[config.mk]
export PLATFORM = sky130hd
export DESIGN_NAME = vga_stream_ctrl_flat
export DESIGN_NICKNAME = d
export VERILOG_FILES = /design/src/rtl/vga_stream_ctrl_pkg.sv /design/src/rtl/vga_stream_ctrl_if.sv /design/src/rtl/vga_stream_ctrl_sync2.sv /design/src/rtl/vga_stream_ctrl.sv /design/src/flat_wrapper.sv
export SDC_FILE = /design/constraint.sdc
export NUM_CORES = 1
export LEC_CHECK = 0
export BUFFER_PORTS_ARGS = -buffer_cell sky130_fd_sc_hd__buf_2
export CAP_MARGIN = 20
export CORE_MARGIN = 2
export CORE_UTILIZATION = 45
export CTS_CLUSTER_SIZE = 12
export DETAILED_ROUTE_END_ITERATION = 8
export HOLD_SLACK_MARGIN = 0.15
export PLACE_DENSITY_LB_ADDON = 0.12
export REMOVE_ABC_BUFFERS = 1
export SETUP_SLACK_MARGIN = 0.05
export SLEW_MARGIN = 20
export SYNTH_ARGS = -nofsm -noshare
export SYNTH_HDL_FRONTEND = slang
export SYNTH_SLANG_ARGS = --single-unit
[constraint.sdc]
create_clock -name pixel_clk -period 3.8 [get_ports pixel_clk]
set_clock_uncertainty 0.2 [all_clocks]
set_input_delay 0.76 -clock pixel_clk [delete_from_list [all_inputs] [get_ports pixel_clk]]
set_output_delay 0.76 -clock pixel_clk [all_outputs]
set_load 0.02 [all_outputs]
[src/rtl/vga_stream_ctrl_pkg.sv]
// vga_ctrl_pkg: shared state encoding and default 800x480 timing for the display read path.
package vga_ctrl_pkg;
    typedef enum logic [1:0] {IDLE = 2'b00, PRIME = 2'b01, RUN = 2'b10, RESYNC = 2'b11} ctrl_state_t;
    localparam int DEF_HDISP  = 800;
    localparam int DEF_VDISP  = 480;
    localparam int DEF_HFP    = 40;
    localparam int DEF_HPULSE = 48;
    localparam int DEF_HBP    = 40;
    localparam int DEF_VFP    = 13;
    localparam int DEF_VPULSE = 3;
    localparam int DEF_VBP    = 29;
    function automatic int tsum(input int fp, input int pulse, input int bp);
        return fp + pulse + bp;
    endfunction
endpackage

[src/rtl/vga_stream_ctrl_if.sv]
// vga_stream_ctrl_if: FIFO handshake and video timing signals of the pixel-domain sequencer.
interface vga_stream_ctrl_if;
    logic       enable;
    logic       fifo_wfull;
    logic       fifo_rempty;
    logic       fifo_read;
    logic       flush_req;
    logic       hs;
    logic       vs;
    logic       blank;
    logic       frame_start;
    logic       underflow;
    logic [1:0] state_o;
    modport master (
        input  enable, fifo_wfull, fifo_rempty,
        output fifo_read, flush_req, hs, vs, blank, frame_start, underflow, state_o
    );
    modport slave (
        output enable, fifo_wfull, fifo_rempty,
        input  fifo_read, flush_req, hs, vs, blank, frame_start, underflow, state_o
    );
endinterface

[src/rtl/vga_stream_ctrl_sync2.sv]
// sync2: two-flop single-bit synchroniser with asynchronous reset.
module sync2 (
    input  logic i_clk,
    input  logic i_rst,
    input  logic i_d,
    output logic o_q
);
    logic r_meta, r_q;
    always_ff @(posedge i_clk or posedge i_rst)
        if (i_rst) {r_q, r_meta} <= '0;
        else       {r_q, r_meta} <= {r_meta, i_d};
    assign o_q = r_q;
endmodule

[src/rtl/vga_stream_ctrl.sv]
// vga_stream_ctrl: pixel-domain sequencer that primes the display FIFO, runs video timing,
// strobes FIFO reads and re-aligns the stream on a frame boundary after underflow.
module vga_stream_ctrl
    import vga_ctrl_pkg::*;
#(
    parameter int HDISP  = DEF_HDISP,
    parameter int VDISP  = DEF_VDISP,
    parameter int HFP    = DEF_HFP,
    parameter int HPULSE = DEF_HPULSE,
    parameter int HBP    = DEF_HBP,
    parameter int VFP    = DEF_VFP,
    parameter int VPULSE = DEF_VPULSE,
    parameter int VBP    = DEF_VBP
) (
    input  logic              pixel_clk,
    input  logic              pixel_rst,
    vga_stream_ctrl_if.master bus
);
    localparam int HSUM   = tsum(HFP, HPULSE, HBP);
    localparam int HTOTAL = HSUM + HDISP;
    localparam int VSUM   = tsum(VFP, VPULSE, VBP);
    localparam int VTOTAL = VSUM + VDISP;
    localparam int HW     = $clog2(HTOTAL);
    localparam int VW     = $clog2(VTOTAL);

    ctrl_state_t   r_state, w_next;
    logic [HW-1:0] r_pix;
    logic [VW-1:0] r_line;
    logic          r_hs, r_vs, r_blank, r_fs, r_uf;
    logic          w_wfull_s, w_counting, w_pix_wrap, w_frame_end, w_uf, w_act, w_hs_win, w_vs_win, w_run_ok;

    sync2 u_sync (.i_clk(pixel_clk), .i_rst(pixel_rst), .i_d(bus.fifo_wfull), .o_q(w_wfull_s));

    assign w_counting  = r_state == RUN || r_state == RESYNC;
    assign w_pix_wrap  = r_pix == HW'(HTOTAL - 1);
    assign w_frame_end = w_pix_wrap && r_line == VW'(VTOTAL - 1);
    assign w_uf        = r_state == RUN && r_blank && bus.fifo_rempty;
    assign w_act       = r_pix >= HW'(HSUM) && r_line >= VW'(VSUM);
    assign w_hs_win    = r_pix >= HW'(HFP) && r_pix < HW'(HFP + HPULSE);
    assign w_vs_win    = r_line >= VW'(VFP) && r_line < VW'(VFP + VPULSE);
    // a read that underflows this cycle suppresses the following pixel immediately
    assign w_run_ok    = r_state == RUN && !w_uf;

    always_comb begin
        w_next = r_state;
        case (r_state)
            IDLE:    w_next = bus.enable ? PRIME : IDLE;
            PRIME:   w_next = !bus.enable ? IDLE : w_wfull_s ? RUN : PRIME;
            RUN:     w_next = w_uf ? RESYNC : (w_frame_end && !bus.enable) ? IDLE : RUN;
            RESYNC:  w_next = !w_frame_end ? RESYNC : bus.enable ? PRIME : IDLE;
            default: w_next = IDLE;
        endcase
    end

    always_ff @(posedge pixel_clk or posedge pixel_rst)
        if (pixel_rst) begin
            r_state <= IDLE;
            r_pix   <= '0;
            r_line  <= '0;
            r_hs    <= 1'b1;
            r_vs    <= 1'b1;
            r_blank <= 1'b0;
            r_fs    <= 1'b0;
            r_uf    <= 1'b0;
        end else begin
            r_state <= w_next;
            r_pix   <= (w_counting && !w_pix_wrap) ? r_pix + 1'b1 : '0;
            r_line  <= (!w_counting || w_frame_end) ? '0 : w_pix_wrap ? r_line + 1'b1 : r_line;
            r_hs    <= !(w_counting && w_hs_win);
            r_vs    <= !(w_counting && w_vs_win);
            r_blank <= w_run_ok && w_act;
            r_fs    <= w_run_ok && r_pix == HW'(HSUM) && r_line == VW'(VSUM);
            r_uf    <= r_uf || w_uf;
        end

    assign bus.fifo_read   = r_blank;
    assign bus.blank       = r_blank;
    assign bus.hs          = r_hs;
    assign bus.vs          = r_vs;
    assign bus.frame_start = r_fs;
    assign bus.underflow   = r_uf;
    assign bus.flush_req   = r_state == IDLE || r_state == RESYNC;
    assign bus.state_o     = r_state;
endmodule

[src/flat_wrapper.sv]
// flat-port wrapper written by rule: the top's interface ports become plain ports
module vga_stream_ctrl_flat import vga_ctrl_pkg::*;
#(
    parameter int HDISP  = DEF_HDISP,
    parameter int VDISP  = DEF_VDISP,
    parameter int HFP    = DEF_HFP,
    parameter int HPULSE = DEF_HPULSE,
    parameter int HBP    = DEF_HBP,
    parameter int VFP    = DEF_VFP,
    parameter int VPULSE = DEF_VPULSE,
    parameter int VBP    = DEF_VBP
)
  (pixel_clk, pixel_rst, bus_enable, bus_fifo_wfull, bus_fifo_rempty, bus_fifo_read, bus_flush_req, bus_hs, bus_vs, bus_blank, bus_frame_start, bus_underflow, bus_state_o);
  vga_stream_ctrl_if bus_i ();
  input  logic pixel_clk;
  input  logic pixel_rst;
  input wire logic [$bits(bus_i.enable)-1:0] bus_enable;
  input wire logic [$bits(bus_i.fifo_wfull)-1:0] bus_fifo_wfull;
  input wire logic [$bits(bus_i.fifo_rempty)-1:0] bus_fifo_rempty;
  output wire logic [$bits(bus_i.fifo_read)-1:0] bus_fifo_read;
  output wire logic [$bits(bus_i.flush_req)-1:0] bus_flush_req;
  output wire logic [$bits(bus_i.hs)-1:0] bus_hs;
  output wire logic [$bits(bus_i.vs)-1:0] bus_vs;
  output wire logic [$bits(bus_i.blank)-1:0] bus_blank;
  output wire logic [$bits(bus_i.frame_start)-1:0] bus_frame_start;
  output wire logic [$bits(bus_i.underflow)-1:0] bus_underflow;
  output wire logic [$bits(bus_i.state_o)-1:0] bus_state_o;
  assign bus_i.enable = bus_enable;
  assign bus_i.fifo_wfull = bus_fifo_wfull;
  assign bus_i.fifo_rempty = bus_fifo_rempty;
  assign bus_fifo_read = bus_i.fifo_read;
  assign bus_flush_req = bus_i.flush_req;
  assign bus_hs = bus_i.hs;
  assign bus_vs = bus_i.vs;
  assign bus_blank = bus_i.blank;
  assign bus_frame_start = bus_i.frame_start;
  assign bus_underflow = bus_i.underflow;
  assign bus_state_o = bus_i.state_o;
  vga_stream_ctrl #(.HDISP(HDISP), .VDISP(VDISP), .HFP(HFP), .HPULSE(HPULSE), .HBP(HBP), .VFP(VFP), .VPULSE(VPULSE), .VBP(VBP)) u_core (.pixel_clk(pixel_clk), .pixel_rst(pixel_rst), .bus(bus_i));
endmodule
==> report_table.html, run 1 <==
<table>
<tr><th>Metric</th><th>Value</th></tr>
<tr><th colspan="2">Layout</th></tr>
<tr><td>Share of layout cells above drive strength 1</td><td>0.156</td></tr>
<tr><td>Leading cell type in the layout, fill and taps excluded</td><td>sky130_fd_sc_hd__dfrtp_1</td></tr>
<tr><td>Number of antenna cells inserted</td><td>0</td></tr>
<tr><td>Net count of the finished layout</td><td>roughly 190</td></tr>
<tr><td>Commonest cells after routing, fill and taps aside</td><td>27 x sky130_fd_sc_hd__dfrtp_1, 16 x sky130_fd_sc_hd__nand2_1, 13 x sky130_fd_sc_hd__nor2_1, 13 x sky130_fd_sc_hd__buf_2</td></tr>
<tr><td>Area growth from synthesis to layout</td><td>11.5%</td></tr>
<tr><th colspan="2">Drt</th></tr>
<tr><td>Remaining number of nets flagged by the antenna check after routing</td><td>0</td></tr>
<tr><td>DRC violations left</td><td>0</td></tr>
<tr><td>Count of vias placed by the detailed router</td><td>approximately 1200</td></tr>
<tr><td>Via-per-instance ratio</td><td>roughly 5.3</td></tr>
<tr><td>Mean routed wirelength per cell</td><td>about 14 microns</td></tr>
<tr><td>Initial DRC count</td><td>50</td></tr>
<tr><td>Post-detailed-routing wire length</td><td>a little over 3000 microns</td></tr>
<tr><td>Detailed-routing iteration count for the pre-antenna-repair pass</td><td>4</td></tr>
<tr><th colspan="2">STA</th></tr>
<tr><td>Number of pins with negative max-slew slack in the final report</td><td>0</td></tr>
<tr><td>Clock period minus worst slack</td><td>2.37 ns</td></tr>
<tr><td>Final Cycle Share</td><td>0.625</td></tr>
<tr><td>TNS Setup</td><td>0 ns</td></tr>
<tr><td>Transition time at the pin with the least slew margin</td><td>between 0.6 and 0.7 ns</td></tr>
<tr><td>Final setup fails</td><td>0</td></tr>
<tr><td>RSZ-0062 raised after global routing</td><td>false</td></tr>
<tr><td>Worst relative slew slack</td><td>0.596</td></tr>
<tr><td>Final hold vios</td><td>0</td></tr>
<tr><td>Max Fclk</td><td>421 MHz</td></tr>
<tr><th colspan="2">Synthesis</th></tr>
<tr><td>Sequential element share of the synthesized area</td><td>0.468</td></tr>
<tr><td>Number of distinct library cell variants in the gate-level netlist after synthesis</td><td>39</td></tr>
<tr><td>Synthesis-stage register bit count</td><td>29</td></tr>
<tr><td>Syn_area_per_cell</td><td>approximately 9.5 sq um</td></tr>
<tr><td>Post-Syn Instances</td><td>between 150 and 200</td></tr>
<tr><td>Synthesized cell area</td><td>approximately 0.0016 sq mm</td></tr>
<tr><td>Number of warnings printed during yosys synthesis</td><td>0</td></tr>
<tr><th colspan="2">Clock tree</th></tr>
<tr><td>Source-to-sink clock delay at the later pin of the worst-skew pair</td><td>0.32 ns</td></tr>
<tr><td>Clock tree from TritonCTS</td><td>yes</td></tr>
<tr><td>H-Tree Depth</td><td>2</td></tr>
<tr><td>Post-CTS Repair Setup Buffers</td><td>0</td></tr>
<tr><td>Clock sinks</td><td>29</td></tr>
<tr><td>Total CTS buffers</td><td>5</td></tr>
<tr><td>Resized cells post-CTS</td><td>0</td></tr>
<tr><td>Max Root-Sink Buffers</td><td>2</td></tr>
<tr><td>Clock-pin slew on the worst setup and hold paths</td><td>0.09 ns</td></tr>
<tr><td>Library cell used as clock root buffer</td><td>sky130_fd_sc_hd__clkbuf_4</td></tr>
<tr><td>Number of buffers inserted by hold repair at cts</td><td>0</td></tr>
<tr><th colspan="2">Global routing</th></tr>
<tr><td>Via count of the first global-routing pass</td><td>1168</td></tr>
<tr><td>Overall Global Routing Usage</td><td>0.176</td></tr>
<tr><td>Antenna violations before repair</td><td>0</td></tr>
<tr><td>Wire length of the first global-routing pass</td><td>around 5300 microns</td></tr>
<tr><td>Global route total overflow</td><td>0</td></tr>
<tr><td>Largest net degree at the start of global routing</td><td>30</td></tr>
<tr><th colspan="2">Die</th></tr>
<tr><td>Die Width</td><td>62.8 microns</td></tr>
<tr><td>Die Area</td><td>0.00394 sq mm</td></tr>
<tr><td>Initial Utilization</td><td>0.466</td></tr>
<tr><td>Number of top-level pins</td><td>14</td></tr>
<tr><td>Chip height</td><td>approximately 63 microns</td></tr>
<tr><td># rows</td><td>21</td></tr>
<tr><td>Core area</td><td>about 0.0033 sq mm</td></tr>
<tr><th colspan="2">Worst setup path</th></tr>
<tr><td>Kind of capture point of the worst setup path</td><td>register</td></tr>
<tr><td>Data arrival time of the worst path</td><td>2.43 ns</td></tr>
<tr><td>Slack of the worst reg-to-reg path</td><td>around 1.4 ns</td></tr>
<tr><td>Nature of the critical path startpoint</td><td>register</td></tr>
<tr><td>Type of the worst setup path</td><td>reg2reg</td></tr>
<tr><td>Worst endpoint required time</td><td>around 3.9 ns</td></tr>
<tr><td>Worst reg2reg startpoint</td><td>u_core.r_pix[5]</td></tr>
<tr><td>Top fanout value on the critical path</td><td>17</td></tr>
<tr><td>Register-to-Register Path Depth</td><td>4</td></tr>
<tr><td>End of the worst register-to-register path</td><td>u_core.r_line[9]</td></tr>
<tr><th colspan="2">Placed design</th></tr>
<tr><td>HPWL Detailed</td><td>about 2200 microns</td></tr>
<tr><td>Number of port buffers</td><td>13</td></tr>
<tr><td>Final estimated routing congestion in global placement</td><td>0.805</td></tr>
<tr><th colspan="2">Hold path</th></tr>
<tr><td>Instance count along the most critical hold path</td><td>0</td></tr>
<tr><td>Hold crit path type</td><td>reg2reg</td></tr>
<tr><td>Min-Delay Endpoint</td><td>u_core.u_sync.o_q</td></tr>
<tr><td>Hold Path Origin</td><td>u_core.u_sync.r_meta</td></tr>
<tr><th colspan="2">Pwr</th></tr>
<tr><td>Total power per unit cell area</td><td>around 380 mW/mm^2</td></tr>
<tr><td>Max VDD drop</td><td>roughly 0.00020 V</td></tr>
<tr><td>Int Pwr</td><td>493 uW</td></tr>
<tr><td>Clock share of power</td><td>0.401</td></tr>
<tr><td>Sw Ratio</td><td>0.244</td></tr>
<tr><td>Fraction of power consumed by sequential logic</td><td>0.491</td></tr>
<tr><td>Pwr Total</td><td>approximately 650 uW</td></tr>
<tr><td>Switching power</td><td>~160 uW</td></tr>
<tr><td>Portion of total power attributed to combinational logic</td><td>0.108</td></tr>
<tr><td>Cell leakage power</td><td>0.000708 uW</td></tr>
<tr><th colspan="2">Flow run</th></tr>
<tr><td>Max-capacitance violation count</td><td>0</td></tr>
<tr><th colspan="2">Outcome</th></tr>
<tr><td>Run status</td><td>finished clean</td></tr>
</table>
## cells by family (layout without fill, tap and decap cells)
logic type / after synthesis / after routing / share of synthesized area
buffers and inverters: 16 / 33 / 0.0475
xor gates and xnor gates: 9 / 9 / 0.0507
adders and majority gates: 9 / 9 / 0.0724
DFF: 29 / 29 / 0.468
and+or+nand+nor: 71 / 71 / 0.249
AOI/OAI and AO/OA: 29 / 29 / 0.113
## worst max-delay path: stages, from the launching register on
cell and delay [ns]:
sky130_fd_sc_hd__dfrtp_1 0.48, sky130_fd_sc_hd__or3b_4 0.45, sky130_fd_sc_hd__o31a_1 0.45, sky130_fd_sc_hd__or4_1 0.56
sky130_fd_sc_hd__a21oi_1 0.16
## layer usage
layer  global-route usage  vias up  share of wire
li1                     -      602              -
met1                0.224      567           0.47
met2                0.280       27           0.47
met3               0.0505        7          0.044
met4               0.0806        0          0.022
met5                    0        -              0
## cell type report
type | count | area [sq um]
Inverter | 12 | 45.0
Fill cell | 321 | 1600
Multi-Input combinational cell | 118 | 753
Clock buffer | 7 | 55.1
Timing Repair Buffer | 13 | 65.1
Tap cell | 46 | 57.6
Sequential cell | 29 | 728
Clock inverter | 1 | 30.0
## sequential cells by signal, summed over array words and instances (netlist names)
name                    cells
u_core.bus.hs               1
u_core.bus.frame_start      1
u_core.bus.underflow        1
u_core.r_line              10
u_core.bus.blank            1
u_core.u_sync.r_meta        1
u_core.bus.state_o          2
u_core.bus.vs               1
u_core.u_sync.o_q           1
u_core.r_pix               10
## metrics by stage
step            util  area, sq um  cells  setup WS, ns  hold slack [ns]
2_1_floorplan      -         1530    159          1.51            0.131
3_3_place_gp   0.494         1650    218          1.52            0.133
3_5_place_dp   0.494         1650    218          1.45            0.147
4_1_cts        0.520         1730    226          1.42            0.167
5_1_grt        0.520         1730    226          1.28            0.177
6_report       0.520         1730    226          1.43            0.160
## cell usage after synthesis, drive strengths merged
cell type / number / area share
dfrtp: 27 / 0.43
nand2: 16 / 0.039
nor2: 13 / 0.031
inv: 12 / 0.029
a21oi: 11 / 0.035
ha: 9 / 0.072
o21ai: 8 / 0.028
nand3: 7 / 0.023
nand4: 6 / 0.024
or3: 6 / 0.027
xnor2: 6 / 0.034
nor3: 5 / 0.016
and2: 3 / 0.012
buf: 3 / 0.015
nor4: 3 / 0.012
o31ai: 3 / 0.014
or4: 3 / 0.014
xor2: 3 / 0.017
a21o: 2 / 0.0097
and4: 2 / 0.011
dfstp: 2 / 0.034
a21boi: 1 / 0.0048
a311oi: 1 / 0.0056
a31oi: 1 / 0.0040
clkbuf: 1 / 0.0032
nand2b: 1 / 0.0040
nand3b: 1 / 0.0048
nor4b: 1 / 0.0056
nor4bb: 1 / 0.0064
o211ai: 1 / 0.0048
o31a: 1 / 0.0056
or2: 1 / 0.0040
or3b: 1 / 0.0072
or4b: 1 / 0.0064
## worst max-delay path by stage
stage	start	end	slack, ns	cells after the start
floorplan	u_core.bus.state_o[0]	u_core.r_line[5]	1.51	6
detailed placement	u_core.r_pix[5]	u_core.r_line[7]	1.45	4
finish	u_core.r_pix[5]	u_core.r_line[9]	1.43	4
CTS	u_core.r_pix[5]	u_core.r_line[7]	1.42	4
global route	u_core.bus.state_o[0]	u_core.r_line[9]	1.28	6
global placement	u_core.r_pix[5]	u_core.r_line[5]	1.52	4
## power by group through the flow
stage | Sequential (uW) | Clock [uW] | Combinational (uW)
2_1_floorplan | 330 | 0 | 45.3
3_3_place_gp | 326 | 0 | 71.2
3_5_place_dp | 327 | 0 | 72.2
4_1_cts | 321 | 267 | 72.6
5_1_grt | 322 | 285 | 80.8
6_report | 320 | 262 | 70.1
No activity file was read; power rests on OpenSTA's default activity.
==> inputs of run 2 (changes only) <==
--- a/config.mk
+++ b/config.mk
@@ -5,6 +5,7 @@
 export SDC_FILE = /design/constraint.sdc
 export NUM_CORES = 1
 export LEC_CHECK = 0
+export ABC_AREA = 1
 export BUFFER_PORTS_ARGS = -buffer_cell sky130_fd_sc_hd__buf_2
 export CAP_MARGIN = 20
 export CORE_MARGIN = 2
==> constraint.sdc (replaced) <==
create_clock -name pixel_clk -period 2.3 [get_ports pixel_clk]
set_clock_uncertainty 0.2 [all_clocks]
set_input_delay 0.46 -clock pixel_clk [delete_from_list [all_inputs] [get_ports pixel_clk]]
set_output_delay 0.46 -clock pixel_clk [all_outputs]
set_load 0.02 [all_outputs]
==> report_table.html, run 2 <==
<table>
<tr><th>Metric</th><th>Value</th></tr>
<tr><th colspan="2">Outcome</th></tr>
<tr><td>Run status</td><td>finished clean</td></tr>
<tr><th colspan="2">STA</th></tr>
<tr><td>Final setup fails</td><td>0</td></tr>
<tr><td>Max Fclk</td><td>507 MHz</td></tr>
<tr><td>Number of pins with negative max-slew slack in the final report</td><td>0</td></tr>
<tr><td>Transition time at the pin with the least slew margin</td><td>between 0.4 and 0.5 ns</td></tr>
<tr><td>Smallest setup slack after layout</td><td>about 0.33 ns</td></tr>
<tr><td>TNS Setup</td><td>0 ns</td></tr>
<tr><td>RSZ-0062 raised after global routing</td><td>false</td></tr>
<tr><td>Post-Route Hold Slack</td><td>approximately 0.15 ns</td></tr>
<tr><td>Clock period minus worst slack</td><td>1.97 ns</td></tr>
<tr><td>Worst relative slew slack</td><td>0.708</td></tr>
<tr><td>Final Cycle Share</td><td>0.858</td></tr>
<tr><td>Final hold vios</td><td>0</td></tr>
<tr><th colspan="2">Worst setup path</th></tr>
<tr><td>Cell chain of the critical path</td><td>ha_1, nand2_2, nor2_4, nand2_2, nor2_8, nor2_4, clkinv_4, nand2_1, o21ai_1</td></tr>
<tr><td>Worst reg2reg startpoint</td><td>u_core.r_pix[0]</td></tr>
<tr><td>Nature of the critical path startpoint</td><td>register</td></tr>
<tr><td>Type of the worst setup path</td><td>reg2reg</td></tr>
<tr><td>Data arrival time of the worst path</td><td>1.93 ns</td></tr>
<tr><td>Largest stage delay, worst path</td><td>0.40 ns</td></tr>
<tr><td>Top fanout value on the critical path</td><td>15</td></tr>
<tr><td>Worst endpoint required time</td><td>2.26 ns</td></tr>
<tr><td>Kind of capture point of the worst setup path</td><td>register</td></tr>
<tr><td>Master of the slowest instance on the critical path</td><td>sky130_fd_sc_hd__dfrtp_1</td></tr>
<tr><td>CP startpoint</td><td>u_core.r_pix[0]</td></tr>
<tr><th colspan="2">Flow run</th></tr>
<tr><td>Max-capacitance violation count</td><td>0</td></tr>
<tr><th colspan="2">Clock tree</th></tr>
<tr><td>Clock sinks</td><td>29</td></tr>
<tr><td>Resized cells post-CTS</td><td>0</td></tr>
<tr><td>Max Root-Sink Buffers</td><td>2</td></tr>
<tr><td>Clock-pin slew on the worst setup and hold paths</td><td>around 0.060 ns</td></tr>
<tr><td>Library cell used as clock root buffer</td><td>sky130_fd_sc_hd__clkbuf_8</td></tr>
<tr><td>Clock tree from TritonCTS</td><td>yes</td></tr>
<tr><td>Post-CTS Repair Setup Buffers</td><td>0</td></tr>
<tr><td>H-Tree Depth</td><td>2</td></tr>
<tr><td>Source-to-sink clock delay at the later pin of the worst-skew pair</td><td>0.28 ns</td></tr>
<tr><td>Total CTS buffers</td><td>5</td></tr>
<tr><td>Number of buffers inserted by hold repair at cts</td><td>2</td></tr>
<tr><th colspan="2">Drt</th></tr>
<tr><td>DRC violations left</td><td>0</td></tr>
<tr><td>Remaining number of nets flagged by the antenna check after routing</td><td>0</td></tr>
<tr><td>Initial DRC count</td><td>70</td></tr>
<tr><td>Post-detailed-routing wire length</td><td>between 3000 and 4000 microns</td></tr>
<tr><td>Via-per-instance ratio</td><td>a little over 5</td></tr>
<tr><td>Count of vias placed by the detailed router</td><td>roughly 1400</td></tr>
<tr><td>Mean routed wirelength per cell</td><td>around 13 microns</td></tr>
<tr><td>Detailed-routing iteration count for the pre-antenna-repair pass</td><td>4</td></tr>
<tr><th colspan="2">Die</th></tr>
<tr><td># rows</td><td>22</td></tr>
<tr><td>Initial Utilization</td><td>0.468</td></tr>
<tr><td>Chip height</td><td>65.7 microns</td></tr>
<tr><td>Die Width</td><td>65.7 microns</td></tr>
<tr><td>Die Area</td><td>0.00432 sq mm</td></tr>
<tr><td>Core area</td><td>approximately 0.0037 sq mm</td></tr>
<tr><td>Number of top-level pins</td><td>14</td></tr>
<tr><th colspan="2">Layout</th></tr>
<tr><td>Area growth from synthesis to layout</td><td>11.0%</td></tr>
<tr><td>Sequential cell area</td><td>about 730 sq um</td></tr>
<tr><td>Net count of the finished layout</td><td>approximately 240</td></tr>
<tr><td>Fill cell instance count of the final layout</td><td>between 300 and 400</td></tr>
<tr><td>Final standard cell count with taps included and fillers excluded</td><td>between 200 and 300</td></tr>
<tr><td>Multi-input logic area</td><td>about 830 sq um</td></tr>
<tr><td>Commonest cells after routing, fill and taps aside</td><td>43 x sky130_fd_sc_hd__nand2_1, 27 x sky130_fd_sc_hd__dfrtp_1, 24 x sky130_fd_sc_hd__inv_1</td></tr>
<tr><td>Number of antenna cells inserted</td><td>0</td></tr>
<tr><td>Share of layout cells above drive strength 1</td><td>0.178</td></tr>
<tr><td>Leading cell type in the layout, fill and taps excluded</td><td>sky130_fd_sc_hd__nand2_1</td></tr>
<tr><th colspan="2">Synthesis</th></tr>
<tr><td>Top-count cell post-synth</td><td>sky130_fd_sc_hd__nand2_1</td></tr>
<tr><td>Post-synthesis compound-gate area fraction</td><td>0.0796</td></tr>
<tr><td>EDFF count, synth</td><td>0</td></tr>
<tr><td>Number of distinct library cell variants in the gate-level netlist after synthesis</td><td>34</td></tr>
<tr><td>Share of flip-flops with an asynchronous set or reset</td><td>1.00</td></tr>
<tr><td>Sequential element share of the synthesized area</td><td>0.425</td></tr>
<tr><td>Dominant combinational cell family by area after synthesis</td><td>simple AND/OR/NAND/NOR gates</td></tr>
<tr><td>Syn_area_per_cell</td><td>roughly 8.4 sq um</td></tr>
<tr><td>Most numerous cell types in the synthesized netlist</td><td>43 x sky130_fd_sc_hd__nand2_1, 27 x sky130_fd_sc_hd__dfrtp_1, 24 x sky130_fd_sc_hd__inv_1</td></tr>
<tr><td>Synthesized cell area</td><td>approximately 0.0017 sq mm</td></tr>
<tr><td>Number of warnings printed during yosys synthesis</td><td>0</td></tr>
<tr><td>Share of cell area taken by muxes after synthesis</td><td>0</td></tr>
<tr><td>Basic-gate share of the synthesized area counting and, or, nand and nor cells</td><td>0.306</td></tr>
<tr><td>Xor/xnor cell area share of the yosys netlist</td><td>0.0358</td></tr>
<tr><td>Post-Syn Instances</td><td>between 200 and 250</td></tr>
<tr><td>Synth top area share</td><td>0.394</td></tr>
<tr><td>Synthesis-stage register bit count</td><td>29</td></tr>
<tr><td>Synthesized-area fraction occupied by adder cells</td><td>0.0657</td></tr>
<tr><td>Area leader, netlist</td><td>sky130_fd_sc_hd__dfrtp_1</td></tr>
<tr><td>Synth Flop Type</td><td>sky130_fd_sc_hd__dfrtp_1</td></tr>
<tr><td>Top area cells in the synthesized netlist</td><td>sky130_fd_sc_hd__dfrtp_1 39%, sky130_fd_sc_hd__nand2_1 9.4%, sky130_fd_sc_hd__ha_1 6.6%</td></tr>
<tr><th colspan="2">Global routing</th></tr>
<tr><td>Via count of the first global-routing pass</td><td>roughly 1300</td></tr>
<tr><td>Antenna violations before repair</td><td>0</td></tr>
<tr><td>Largest net degree at the start of global routing</td><td>30</td></tr>
<tr><td>Wire length of the first global-routing pass</td><td>6040 microns</td></tr>
<tr><td>Global route total overflow</td><td>0</td></tr>
<tr><td>Overall Global Routing Usage</td><td>0.189</td></tr>
<tr><th colspan="2">Hold path</th></tr>
<tr><td>Hold crit path type</td><td>reg2reg</td></tr>
<tr><td>Hold Path Origin</td><td>u_core.u_sync.r_meta</td></tr>
<tr><th colspan="2">Pwr</th></tr>
<tr><td>Cell leakage power</td><td>slightly below 0.0009 uW</td></tr>
<tr><td>Total power per unit cell area</td><td>700 mW/mm^2</td></tr>
<tr><td>Max VDD drop</td><td>0.000488 V</td></tr>
<tr><th colspan="2">Placed design</th></tr>
<tr><td>Number of port buffers</td><td>13</td></tr>
<tr><td>HPWL Detailed</td><td>about 2600 microns</td></tr>
<tr><td>Count of placed standard cells including taps</td><td>263</td></tr>
<tr><td>Post-placement worst setup slack</td><td>0.315 ns</td></tr>
<tr><td>Final estimated routing congestion in global placement</td><td>0.840</td></tr>
</table>
-- run 2: cell count changes in the layout (fill, tap and decap cells not counted), sizes merged, moves of 3 or more --
cell and delta:
nand4 +5, xnor2 -4, or4 -3, inv +14, nor2 +15, o31ai -3, a21oi -3, or3 -6
and2 -3, nand2 +31, nand3 +6
-- run 2: cell type report --
type                       instances  area share
clock buffer                       8      0.0421
inverter                          27      0.0559
multi-input combinational        145       0.439
sequential                        29       0.383
tap                               48      0.0316
timing repair buffer              16      0.0487
-- run 2: critical path: cells and delay by family, from the launching register on --
kind	cells	cell delay, ns
and+or+nand+nor	6	0.75
adders and majority gates	1	0.23
DFF	1	0.40
buffers and inverters	1	0.21
AOI/OAI and AO/OA	1	0.06
-- run 2: logic make-up (layout without fill, tap and decap cells) --
group	Yosys count	count (layout)
AND/OR/NAND/NOR	107	107
buffers and inverters	31	51
flip-flops	29	29
AO/OA/AOI/OAI	22	22
adder cells (fa/ha/maj)	9	9
XOR/XNOR	7	7
-- run 2: worst paths after layout --
| path | slack, ns | end | cells after the start |
|---|---|---|---|
| worst max-delay path | 0.33 | u_core.r_line[4] | 9 |
| worst min-delay path | 0.15 | u_core.u_sync.o_q | 0 |
| worst max register to register | 0.33 | u_core.r_line[4] | 9 |
| worst min register to register | 0.15 | u_core.u_sync.o_q | 0 |
| max in group asynchronous | 0.99 | u_core.bus.vs | 4 |
| min in group asynchronous | 0.60 | u_core.r_pix[6] | 4 |
-- run 2: report_power, final --
group	internal (uW)	switching (uW)
Clock	214	182
Combinational	109	261
Sequential	538	28.1
-- run 2: stage by stage --
| stage | cell area [sq um] | utilization | total power (uW) |
|---|---|---|---|
| after CTS | 1900 | 0.519 | 1350 |
| after floorplan | 1670 | - | 836 |
| final | 1900 | 0.519 | 1330 |
| after global placement | 1800 | 0.492 | 934 |
| after detailed placement | 1800 | 0.492 | 946 |
| after global routing | 1900 | 0.519 | 1420 |
-- run 2: metal layers --
layer  track usage  up-vias  part of all wire
li1              -      704                 -
met1         0.232      647              0.45
met2         0.312       25              0.50
met3        0.0599        6             0.042
met4        0.0651        0             0.015
met5             0        -                 0
